$ cat src/rtl/sync_fifo_pkg.sv
// Shared width helpers and parameter-legality check for the parametrised sync FIFO.
package sync_fifo_pkg;

    function automatic int ptr_w(input int depth);
        return $clog2(depth);
    endfunction

    function automatic int cnt_w(input int depth);
        return $clog2(depth) + 1;
    endfunction

    function automatic bit params_legal(input int width, input int depth,
                                        input int afull, input int aempty);
        return (width >= 1) && (depth >= 4) && ((depth & (depth - 1)) == 0) &&
               (afull >= 1) && (afull <= depth - 1) &&
               (aempty >= 0) && (aempty <= depth - 2);
    endfunction

endpackage

$ cat src/rtl/sync_fifo_mem.sv
// Simple dual-port RAM: one synchronous write port, one asynchronous read address.
module sync_fifo_mem
    import sync_fifo_pkg::*;
#(
    parameter int WIDTH = 8,
    parameter int DEPTH = 16
) (
    input  logic                      clk,
    input  logic                      wr_en,
    input  logic [ptr_w(DEPTH)-1:0]   wr_addr,
    input  logic [WIDTH-1:0]          wr_data,
    input  logic [ptr_w(DEPTH)-1:0]   rd_addr,
    output logic [WIDTH-1:0]          rd_data
);

    logic [WIDTH-1:0] mem [DEPTH];

    always_ff @(posedge clk) begin
        if (wr_en) begin
            mem[wr_addr] <= wr_data;
        end
    end

    assign rd_data = mem[rd_addr];

endmodule

$ cat src/rtl/sync_fifo_param.sv
// Parametrised single-clock FIFO with registered flags, watermarks and error pulses.
// Define SYNC_FIFO_FWFT_EN for first-word-fall-through reads; default is registered read.
module sync_fifo_param
    import sync_fifo_pkg::*;
#(
    parameter int WIDTH         = 8,
    parameter int DEPTH         = 16,
    parameter int AFULL_THRESH  = 12,
    parameter int AEMPTY_THRESH = 4
) (
    input  logic                      clk,
    input  logic                      rst,
    input  logic                      wr_en,
    input  logic [WIDTH-1:0]          wr_data,
    input  logic                      rd_en,
    output logic [WIDTH-1:0]          rd_data,
    output logic                      rd_valid,
    output logic                      full,
    output logic                      empty,
    output logic                      almost_full,
    output logic                      almost_empty,
    output logic [cnt_w(DEPTH)-1:0]   count,
    output logic                      overflow,
    output logic                      underflow
);

    localparam int PTR_W = ptr_w(DEPTH);
    localparam int CNT_W = cnt_w(DEPTH);
    localparam logic [CNT_W-1:0] DEPTH_C  = CNT_W'(DEPTH);
    localparam logic [CNT_W-1:0] AFULL_C  = CNT_W'(AFULL_THRESH);
    localparam logic [CNT_W-1:0] AEMPTY_C = CNT_W'(AEMPTY_THRESH);

    generate
        if (!params_legal(WIDTH, DEPTH, AFULL_THRESH, AEMPTY_THRESH)) begin : g_bad_params
            $error("sync_fifo_param: illegal WIDTH/DEPTH/threshold combination");
        end
    endgenerate

    logic [PTR_W-1:0] wr_ptr;
    logic [PTR_W-1:0] rd_ptr;
    logic [CNT_W-1:0] count_nxt;
    logic             wr_acc;
    logic             rd_acc;
    logic [WIDTH-1:0] mem_rd;

    // Acceptance uses the registered flags, so a full FIFO still pops on a joint request.
    assign wr_acc = wr_en & ~full;
    assign rd_acc = rd_en & ~empty;

    always_comb begin
        count_nxt = count + CNT_W'(wr_acc) - CNT_W'(rd_acc);
    end

    sync_fifo_mem #(
        .WIDTH (WIDTH),
        .DEPTH (DEPTH)
    ) u_mem (
        .clk     (clk),
        .wr_en   (wr_acc),
        .wr_addr (wr_ptr),
        .wr_data (wr_data),
        .rd_addr (rd_ptr),
        .rd_data (mem_rd)
    );

    always_ff @(posedge clk or posedge rst) begin
        if (rst) begin
            wr_ptr       <= '0;
            rd_ptr       <= '0;
            count        <= '0;
            full         <= 1'b0;
            empty        <= 1'b1;
            almost_full  <= 1'b0;
            almost_empty <= 1'b1;
            overflow     <= 1'b0;
            underflow    <= 1'b0;
        end else begin
            if (wr_acc) wr_ptr <= wr_ptr + 1'b1;
            if (rd_acc) rd_ptr <= rd_ptr + 1'b1;
            count        <= count_nxt;
            full         <= (count_nxt == DEPTH_C);
            empty        <= (count_nxt == '0);
            almost_full  <= (count_nxt >= AFULL_C);
            almost_empty <= (count_nxt <= AEMPTY_C);
            overflow     <= wr_en & full;
            underflow    <= rd_en & empty;
        end
    end

`ifdef SYNC_FIFO_FWFT_EN
    // Head word is shown directly; masked to zero while empty so stale RAM never leaks out.
    assign rd_data  = empty ? '0 : mem_rd;
    assign rd_valid = ~empty;
`else
    always_ff @(posedge clk or posedge rst) begin
        if (rst) begin
            rd_data  <= '0;
            rd_valid <= 1'b0;
        end else begin
            rd_valid <= rd_acc;
            if (rd_acc) rd_data <= mem_rd;
        end
    end
`endif

endmodule

$ cat config.mk
export PLATFORM = sky130hd
export DESIGN_NAME = sync_fifo_param
export DESIGN_NICKNAME = d
export VERILOG_FILES = /design/src/rtl/sync_fifo_pkg.sv /design/src/rtl/sync_fifo_mem.sv /design/src/rtl/sync_fifo_param.sv
export SDC_FILE = /design/constraint.sdc
export NUM_CORES = 1
export LEC_CHECK = 0
export ABC_AREA = 1
export CAP_MARGIN = 5
export CORE_MARGIN = 4
export CORE_UTILIZATION = 50
export CTS_BUF_LIST = sky130_fd_sc_hd__clkbuf_16
export DETAILED_ROUTE_END_ITERATION = 8
export PLACE_DENSITY = 0.64
export SYNTH_ARGS = -nofsm -noshare
export SYNTH_HDL_FRONTEND = slang
export SYNTH_HIERARCHICAL = 1
export SYNTH_SLANG_ARGS = --single-unit
$ cat constraint.sdc
create_clock -name clk -period 5.4 [get_ports clk]
set_input_delay 1.62 -clock clk [delete_from_list [all_inputs] [get_ports clk]]
set_output_delay 1.62 -clock clk [all_outputs]
set_load 0.1 [all_outputs]
* Word-level counts from Yosys, hierarchy flattened
Memories as Yosys holds them, arrays and structs flattened. A register that Yosys moved wholly into a read port is not among the register bits. Cells that the tools add are included.
Operators by class: add/subtract/negate cells 4, multipliers 0, divide/modulo/power cells 0, magnitude comparators 2, equal/unequal tests 1, shift operators 0, mux-type cells 2, bitwise operators 6, reduce and logical (&&, ||, !) cells 1
Operator list (count):
- 4-bit by 1-bit adder with 4-bit output, second input constant | 2
- 5-bit by 1-bit adder with 5-bit output | 1
- 5-bit equality test, second input constant | 1
- 5-bit by 4-bit greater-or-equal comparator with 1-bit output, second input constant | 1
- 5-bit by 3-bit less-or-equal comparator with 1-bit output, second input constant | 1
- 5-bit zero test | 1
- 5-bit by 1-bit subtractor with 5-bit output | 1
- 1-bit bitwise AND | 4
- 1-bit two-way mux | 2
- 1-bit inverter | 2
Word-level totals: register bits after elaboration 20, bits in latches 0, memory bits (writable) 128, bits in read-only memories 0, bits of input ports 12, output and inout bits 20, logic and storage cells 27, memories kept 1
Memory list:
- u_mem.mem | words 16, width 8, read ports 1, clocked after Yosys merged registers in 1, wr ports 1, RTL line sync_fifo_mem.sv:16 | logic [WIDTH-1:0] mem [DEPTH];

* Logic depth before layout (Yosys ltp)
Gate-level depths: netlist (run 1).
depth after elaboration 5, gate-level depth with buffers 14, depth with buffers taken out 14

* By module
The synthesis (run 1) kept the hierarchy.
Modules (own cells, without submodules):
- sync_fifo_mem | times used 1, cells an instance 543, area each 5606.6 um^2, sequential area each 3843.7 um^2
- sync_fifo_param | times used 1, cells an instance 137, area each 1263.7 um^2, sequential area each 703.2 um^2

* Worst setup path after synthesis (run 1)
Ideal clock, no wire load.
kind input port to flip-flop, start input port wr_en, end register empty, library setup time 0.067 ns, arrival 3.286 ns, required time 5.333 ns, path slack 2.047 ns, stages on the path 12, path buffers 0, cell sequence inv_1 -> nor2_4 -> inv_1 -> ha_1 -> inv_1 -> ha_1 -> inv_1 -> fa_1 -> nand2_1 -> a21oi_1 -> nand3_1 -> nor2_1
On the way: cells in the longest elaborated chain, start to end 4
Ends and longest elaborated chain:
- start: declaration | RTL line sync_fifo_param.sv:13 | input logic wr_en,
- 1-bit bitwise AND | RTL line sync_fifo_param.sv:47 | assign wr_acc = wr_en & ~full;
- via wr_acc | RTL line sync_fifo_param.sv:42 | logic wr_acc;
- 5-bit by 1-bit adder with 5-bit output | RTL line sync_fifo_param.sv:51 | count_nxt = count + CNT_W'(wr_acc) - CNT_W'(rd_acc);
- 5-bit by 1-bit subtractor with 5-bit output | RTL line sync_fifo_param.sv:51
- 5-bit zero test | RTL line sync_fifo_param.sv:82 | empty <= (count_nxt == '0);
- end signal: assignment | RTL line sync_fifo_param.sv:82
- end: declaration | RTL line sync_fifo_param.sv:19 | output logic empty,
The timed path passes the listed nets, and every way through them passes these cells. A chain may end at the register's enable or synchronous reset.

* Worst setup path in the final report (run 1)
start register empty, end output port empty
No word-level cell between the ends.

==> results.py, run 1 <==
metrics = {
    "status": {
        "status": "complete, no violations",
    },
    "routing": {
        "drt_iter0_markers": 308,
        "wire_per_inst_um": 16.11,
        "vias": 4540,
        "wirelength_um": 14400,
        "viasPerCell": 5.078,
        "drc": 0,
        "drtPass1Iterations": 5,
        "ant_nets": 0,
    },
    "clocking": {
        "cts_hold_buffers": 0,
        "cts.sinks": 156,
        "clk_path_buf_depth": 2,
        "cts_resized": 0,
        "clk_latency_ns": 0.42,
        "path_clk_slew_ns": 0.06,
        "clockRootBuffer": "clkbuf_16",
        "postCtsSetupRepairBufs": 0,
        "htree_levels": 4,
        "cts_tree": "built",
        "numCtsBuffers": 17,
    },
    "die": {
        "die_h_um": 125.2,
        "die_area_um2": 15680,
        "start_util_pct": 51.47,
        "rows": 42,
        "core_region_area_um2": 13350,
        "io-pin-count": 32,
        "die_w_um": 125.2,
    },
    "logic_synthesis": {
        "netlist_area_um2": 6870,
        "synth_commonest_cells": "228 x nand2_1, 128 x edfxtp_1, 118 x inv_1",
        "synth_top_area_share_pct": 55.95,
        "yosysSeqAreaShare_pct": 66.18,
        "synthesis.nets": 700,
        "yosysWarnings": 6,
        "synth_largest_area_cell": "edfxtp_1",
        "ys.flop_type": "edfxtp_1",
        "synth_most_common_cell": "nand2_1",
        "synthCells": 680,
        "synthArstFlopShare_pct": 17.95,
        "avgSynthCellArea_um2": 10.10,
        "synth_area_leaders": "edfxtp_1 56%, nand2_1 12%, dfrtp_1 9.5%",
        "synth_edf_count": 128,
        "yosys.cell_types.count": 23,
        "synth_seq_cells": 156,
    },
    "grt": {
        "grtUsageMet3_pct": 4.989,
        "antenna_found_initial": 0,
        "use_met2_pct": 31.70,
        "grt_start_max_net_pins": 68,
        "grtUsageMet1_pct": 24.54,
        "grt_pass1_vias": 4356,
        "track_usage_pct": 19.08,
        "overflow": 0,
        "grt_pass1_wl_um": 22770,
        "top_usage_layer": "met2",
    },
    "worst_setup_path": {
        "cp_max_fo": 3,
        "endpoint_kind": "output pin",
        "rr_worst_depth": 13,
        "r2r_end": "almost_full$_DFF_PP0_",
        "startpoint_type": "register",
        "arrival_ns": 2.13,
        "worstSetupEndpoint": "empty",
        "cp.depth": 1,
        "r2r-start": "full$_DFF_PP0_",
        "path_class": "reg -> out",
        "crit_start": "empty$_DFF_PP1_",
        "slowest_delay_ns": 1.15,
        "regToRegSetupSlack_ns": 3.01,
        "cp_slowest_cell": "clkdlybuf4s50_1",
        "worst-path-buf-inv": 1,
        "crit_chain": "clkdlybuf4s50_1",
        "required_ns": 3.78,
        "cp_top_family": "buffers and inverters",
    },
    "sta": {
        "finalSetupTns_ns": 0,
        "hold_viol": 0,
        "worstMarginPinSlew_ns": 1.157,
        "post-route-period-util_pct": 69.52,
        "relSlewSlack_pct": 22.78,
        "hold_ws_ns": 0.4669,
        "fmax_ghz": 0.2664,
        "maxSlewViolCount": 0,
        "fin_worst_skew_ns": 0.008062,
        "setup_viol": 0,
        "grt_setup_unrepaired": "false",
        "finalCriticalPeriod_ns": 3.754,
    },
    "power_and_ir_drop": {
        "total_power_mw": 4.730,
        "ir_drop_mv": 0.3161,
        "p_per_area_nw_per_um2": 610.8,
        "p_leak_nw": 3.461,
    },
    "placement": {
        "placed_cell_area_um2": 7243,
        "gp_congestion": 0.8460,
        "io_buffers": 31,
        "dp_hpwl_um": 8938,
        "place_inst": 864,
    },
    "finish": {
        "area_delta_synth_final_pct": 12.73,
        "drive_above_1_share_pct": 4.457,
        "final_cells": 894,
        "final_nets": 727,
        "final_area_um2": 7745,
        "diodes": 0,
    },
    "hold_path": {
        "hold_class": "reg -> reg",
    },
    "run": {
        "max_cap_violations": 0,
    },
}
-- cell usage in the layout, fill, tap and decap left out, types with 2 or more instances in the layout --
master,count
clkinv_1,2
ha_1,7
clkbuf_16,17
inv_2,4
dfstp_2,2
xnor2_1,4
edfxtp_1,128
inv_1,127
nor2_4,2
nand2_1,228
xor2_1,2
clkdlybuf4s50_1,31
nand3b_1,2
nand3_1,104
nand4_1,2
dfrtp_1,25
buf_4,2
nor2_1,21
-- cells by family after synthesis --
family	count (synthesis)	share of synthesized area (%)
AND/OR/NAND/NOR	361	22.09
AO/OA/AOI/OAI	2	0.2003
XOR/XNOR	6	0.7649
flip-flops	156	66.18
adder cells (fa/ha/maj)	8	1.566
buffers and inverters	147	9.197
-- stage by stage --
stage	setup WS [ns]	utilization (%)
after floorplan	2.047	-
after global placement	1.409	54.27
after detailed placement	1.348	54.27
after CTS	1.624	58.02
after global routing	1.590	58.02
final	1.646	58.02
-- where the power goes --
| group | leakage, nW | internal, mW | switching, mW | total, mW |
|---|---|---|---|---|
| sequential | 1.49 | 1.53 | 0.139 | 1.67 |
| clock | 0.279 | 0.607 | 0.418 | 1.02 |
| combinational | 1.69 | 0.533 | 1.50 | 2.04 |
-- state kept, by name (all words and copies together) (netlist names) --
signal and count:
almost_empty 1, almost_full 1, count 5, empty 1
full 1, overflow 1, rd_data 8, rd_ptr 4
rd_valid 1, u_mem/mem 128, underflow 1, wr_ptr 4
-- layer usage --
| metal | vias up | part of all wire [%] |
|---|---|---|
| li1 | 2215 | - |
| met1 | 2171 | 42 |
| met2 | 131 | 50 |
| met3 | 23 | 5.6 |
| met4 | 0 | 1.9 |
| met5 | - | 0 |
-- worst min-delay path by stage --
stage,from,cells after the start,to
after global routing,rd_data[6]$_DFFE_PP0P_,2,rd_data[6]$_DFFE_PP0P_
after detailed placement,rd_data[2]$_DFFE_PP0P_,2,rd_data[2]$_DFFE_PP0P_
after global placement,rd_data[7]$_DFFE_PP0P_,2,rd_data[7]$_DFFE_PP0P_
after CTS,rd_data[1]$_DFFE_PP0P_,2,rd_data[1]$_DFFE_PP0P_
final,rd_data[2]$_DFFE_PP0P_,2,rd_data[2]$_DFFE_PP0P_
after floorplan,rd_ptr[3]$_DFFE_PP0P_,1,rd_ptr[3]$_DFFE_PP0P_
-- cell type report --
cell class | count | area [um^2]
Fill cell | 1174 | 5603
Multi-Input combinational cell | 377 | 1692
Timing Repair Buffer | 33 | 325.3
Sequential cell | 156 | 4548
Clock buffer | 17 | 425.4
Inverter | 122 | 457.9
Clock inverter | 13 | 76.32
Tap cell | 176 | 220.2
Note: power is estimated with default switching activity, not from simulation.
==> run 2: changes to the inputs <==
--- a/config.mk
+++ b/config.mk
@@ -11,7 +11,7 @@
 export CORE_UTILIZATION = 50
 export CTS_BUF_LIST = sky130_fd_sc_hd__clkbuf_16
 export DETAILED_ROUTE_END_ITERATION = 8
-export PLACE_DENSITY = 0.64
+export PLACE_DENSITY = 0.67
 export SYNTH_ARGS = -nofsm -noshare
 export SYNTH_HDL_FRONTEND = slang
 export SYNTH_HIERARCHICAL = 1
==> constraint.sdc (replaced) <==
create_clock -name clk -period 3.1 [get_ports clk]
set_input_delay 0.93 -clock clk [delete_from_list [all_inputs] [get_ports clk]]
set_output_delay 0.93 -clock clk [all_outputs]
set_load 0.1 [all_outputs]
==> results.py, run 2 (synthesis results as in run 1) <==
metrics = {
    "clocking": {
        "cts_hold_buffers": 0,
        "cts.sinks": 156,
        "clockRootBuffer": "clkbuf_16",
        "numCtsBuffers": 17,
        "clk_path_buf_depth": 2,
        "cts_tree": "built",
        "cts_resized": 0,
        "postCtsSetupRepairBufs": 0,
        "clk_latency_ns": 0.43,
        "htree_levels": 4,
        "path_clk_slew_ns": 0.06,
    },
    "power_and_ir_drop": {
        "total_power_mw": 8.636,
        "p_per_area_nw_per_um2": 1083,
        "p_leak_nw": 3.633,
        "switchingPower_mw": 3.686,
        "swShare_pct": 42.68,
        "ir_drop_mv": 0.6013,
        "power_frac_seq_pct": 33.3,
        "p_comb_share_pct": 42.1,
        "intPower_mw": 4.950,
        "p_clk_share_pct": 24.6,
    },
    "worst_setup_path": {
        "startpoint_type": "primary input",
        "cp_top_family": "adder cells",
        "arrival_ns": 3.14,
        "path_class": "in -> reg",
        "cp_max_fo": 3,
        "cp_slowest_cell": "clkdlybuf4s50_1",
        "r2r-start": "full$_DFF_PP0_",
        "required_ns": 3.45,
        "crit_top_cell": "inv_1",
        "crit_chain": "clkdlybuf4s50_1, inv_1, nor2_4, inv_1, ha_1, inv_1, ha_1, inv_1, fa_1, inv_1, nand3_1, nand3_1, nand2_2, nor2_1",
        "worst-path-buf-inv": 6,
        "crit_start": "wr_en",
        "endpoint_kind": "register",
        "slowest_delay_ns": 0.48,
    },
    "grt": {
        "grt_pass1_wl_um": 23560,
        "antenna_found_initial": 0,
        "track_usage_pct": 19.82,
        "grt_pass1_vias": 4473,
        "grt_start_max_net_pins": 68,
        "overflow": 0,
    },
    "die": {
        "rows": 42,
        "die_area_um2": 15680,
        "core_region_area_um2": 13350,
        "die_w_um": 125.2,
        "start_util_pct": 51.47,
        "die_h_um": 125.2,
        "io-pin-count": 32,
    },
    "routing": {
        "vias": 4651,
        "viasPerCell": 5.061,
        "drtPass1Iterations": 5,
        "ant_nets": 0,
        "wire_per_inst_um": 16.03,
        "wirelength_um": 14740,
        "drt_iter0_markers": 393,
        "drc": 0,
    },
    "finish": {
        "largest_register_ffs": 128,
        "final_area_um2": 7973,
        "layout_commonest_cell": "nand2_1",
        "diodes": 0,
        "area_delta_synth_final_pct": 16.04,
        "final_nets": 750,
        "n_fill_cell": 1132,
        "regMostFlops": "u_mem/mem",
        "final_cells": 919,
        "layout_common_cells": "228 x nand2_1, 128 x edfxtp_1, 120 x inv_1",
        "reg_top3": "u_mem/mem x128, rd_data x8, count x5",
        "drive_above_1_share_pct": 11.44,
        "post-route-util_pct": 59.73,
    },
    "placement": {
        "gp_congestion": 0.8566,
        "io_buffers": 31,
        "placed_cell_area_um2": 7366,
        "dp_hpwl_um": 9172,
        "place_inst": 887,
    },
    "sta": {
        "hold_viol": 0,
        "finalCriticalPeriod_ns": 2.786,
        "maxSlewViolCount": 0,
        "relSlewSlack_pct": 51.09,
        "post-route-period-util_pct": 89.87,
        "fin_worst_skew_ns": 0.009859,
        "grt_setup_unrepaired": "false",
        "setup_viol": 0,
        "hold_ws_ns": 0.4673,
        "worstMarginPinSlew_ns": 0.7337,
        "fmax_ghz": 0.3590,
    },
    "status": {
        "status": "complete, no violations",
    },
    "hold_path": {
        "hold_class": "reg -> reg",
        "hold_start": "rd_data[1]$_DFFE_PP0P_",
    },
    "run": {
        "max_cap_violations": 0,
    },
}
[run 2: power by group through the flow]
stage	combinational (mW)	clock, mW	sequential [mW]
floorplan	1.94	0	3.72
finish	3.63	2.12	2.88
global placement	3.56	0	2.91
global route	4.00	2.25	2.91
detailed placement	3.63	0	2.92
CTS	3.65	2.16	2.88
[run 2: cell type report]
| class | count | area, um^2 | share of cell area, % |
|---|---|---|---|
| Sequential cell | 156 | 4548 | 57.05 |
| Timing Repair Buffer | 56 | 447.9 | 5.618 |
| Inverter | 122 | 457.9 | 5.744 |
| Clock inverter | 15 | 181.4 | 2.276 |
| Multi-Input combinational cell | 377 | 1692 | 21.22 |
| Tap cell | 176 | 220.2 | 2.762 |
| Clock buffer | 17 | 425.4 | 5.336 |
[run 2: worst min-delay path, stage by stage (launching register included)]
cell     delay (ns)
dfrtp_1        0.34
nand2_1        0.05
nand2_1        0.04
[run 2: routing by layer]
metal / part of all wire, % / wire length (um) / track usage, % / vias up
met5: 0 / 0 / 0 / -
met4: 2.5 / 371 / 8.673 / 0
met3: 7.3 / 1083 / 4.222 / 28
met2: 50 / 7354 / 32.74 / 145
met1: 40 / 5925 / 25.44 / 2207
li1: - / - / - / 2271
[run 2: final timing paths]
check | end | slack (ns) | cells past startpoint
setup / recovery | empty$_DFF_PP1_ | 0.31 | 14
hold / removal | rd_data[1]$_DFFE_PP0P_ | 0.47 | 2
setup reg to reg | empty$_DFF_PP1_ | 0.89 | 12
hold reg to reg | rd_data[1]$_DFFE_PP0P_ | 0.47 | 2
max in group asynchronous | almost_empty$_DFF_PP1_ | 1.92 | 3
min in group asynchronous | rd_data[5]$_DFFE_PP0P_ | 0.88 | 3
[run 2: metrics by stage]
step / TNS (ns) / worst slack, ns
floorplan: 0 / 0.4371
global placement: -0.008725 / -0.008725
detailed placement: -0.4363 / -0.1161
CTS: 0 / 0.3328
global route: 0 / 0.1426
finish: 0 / 0.3141
==> run 3: changes to the inputs <==
--- a/config.mk
+++ b/config.mk
@@ -10,6 +10,7 @@
 export CORE_MARGIN = 4
 export CORE_UTILIZATION = 50
 export CTS_BUF_LIST = sky130_fd_sc_hd__clkbuf_16
+export CTS_CLUSTER_DIAMETER = 80
 export DETAILED_ROUTE_END_ITERATION = 8
 export PLACE_DENSITY = 0.67
 export SYNTH_ARGS = -nofsm -noshare
==> results of run 3 <==
Same layout as run 2: the final DEF is identical, and so are final timing and power.
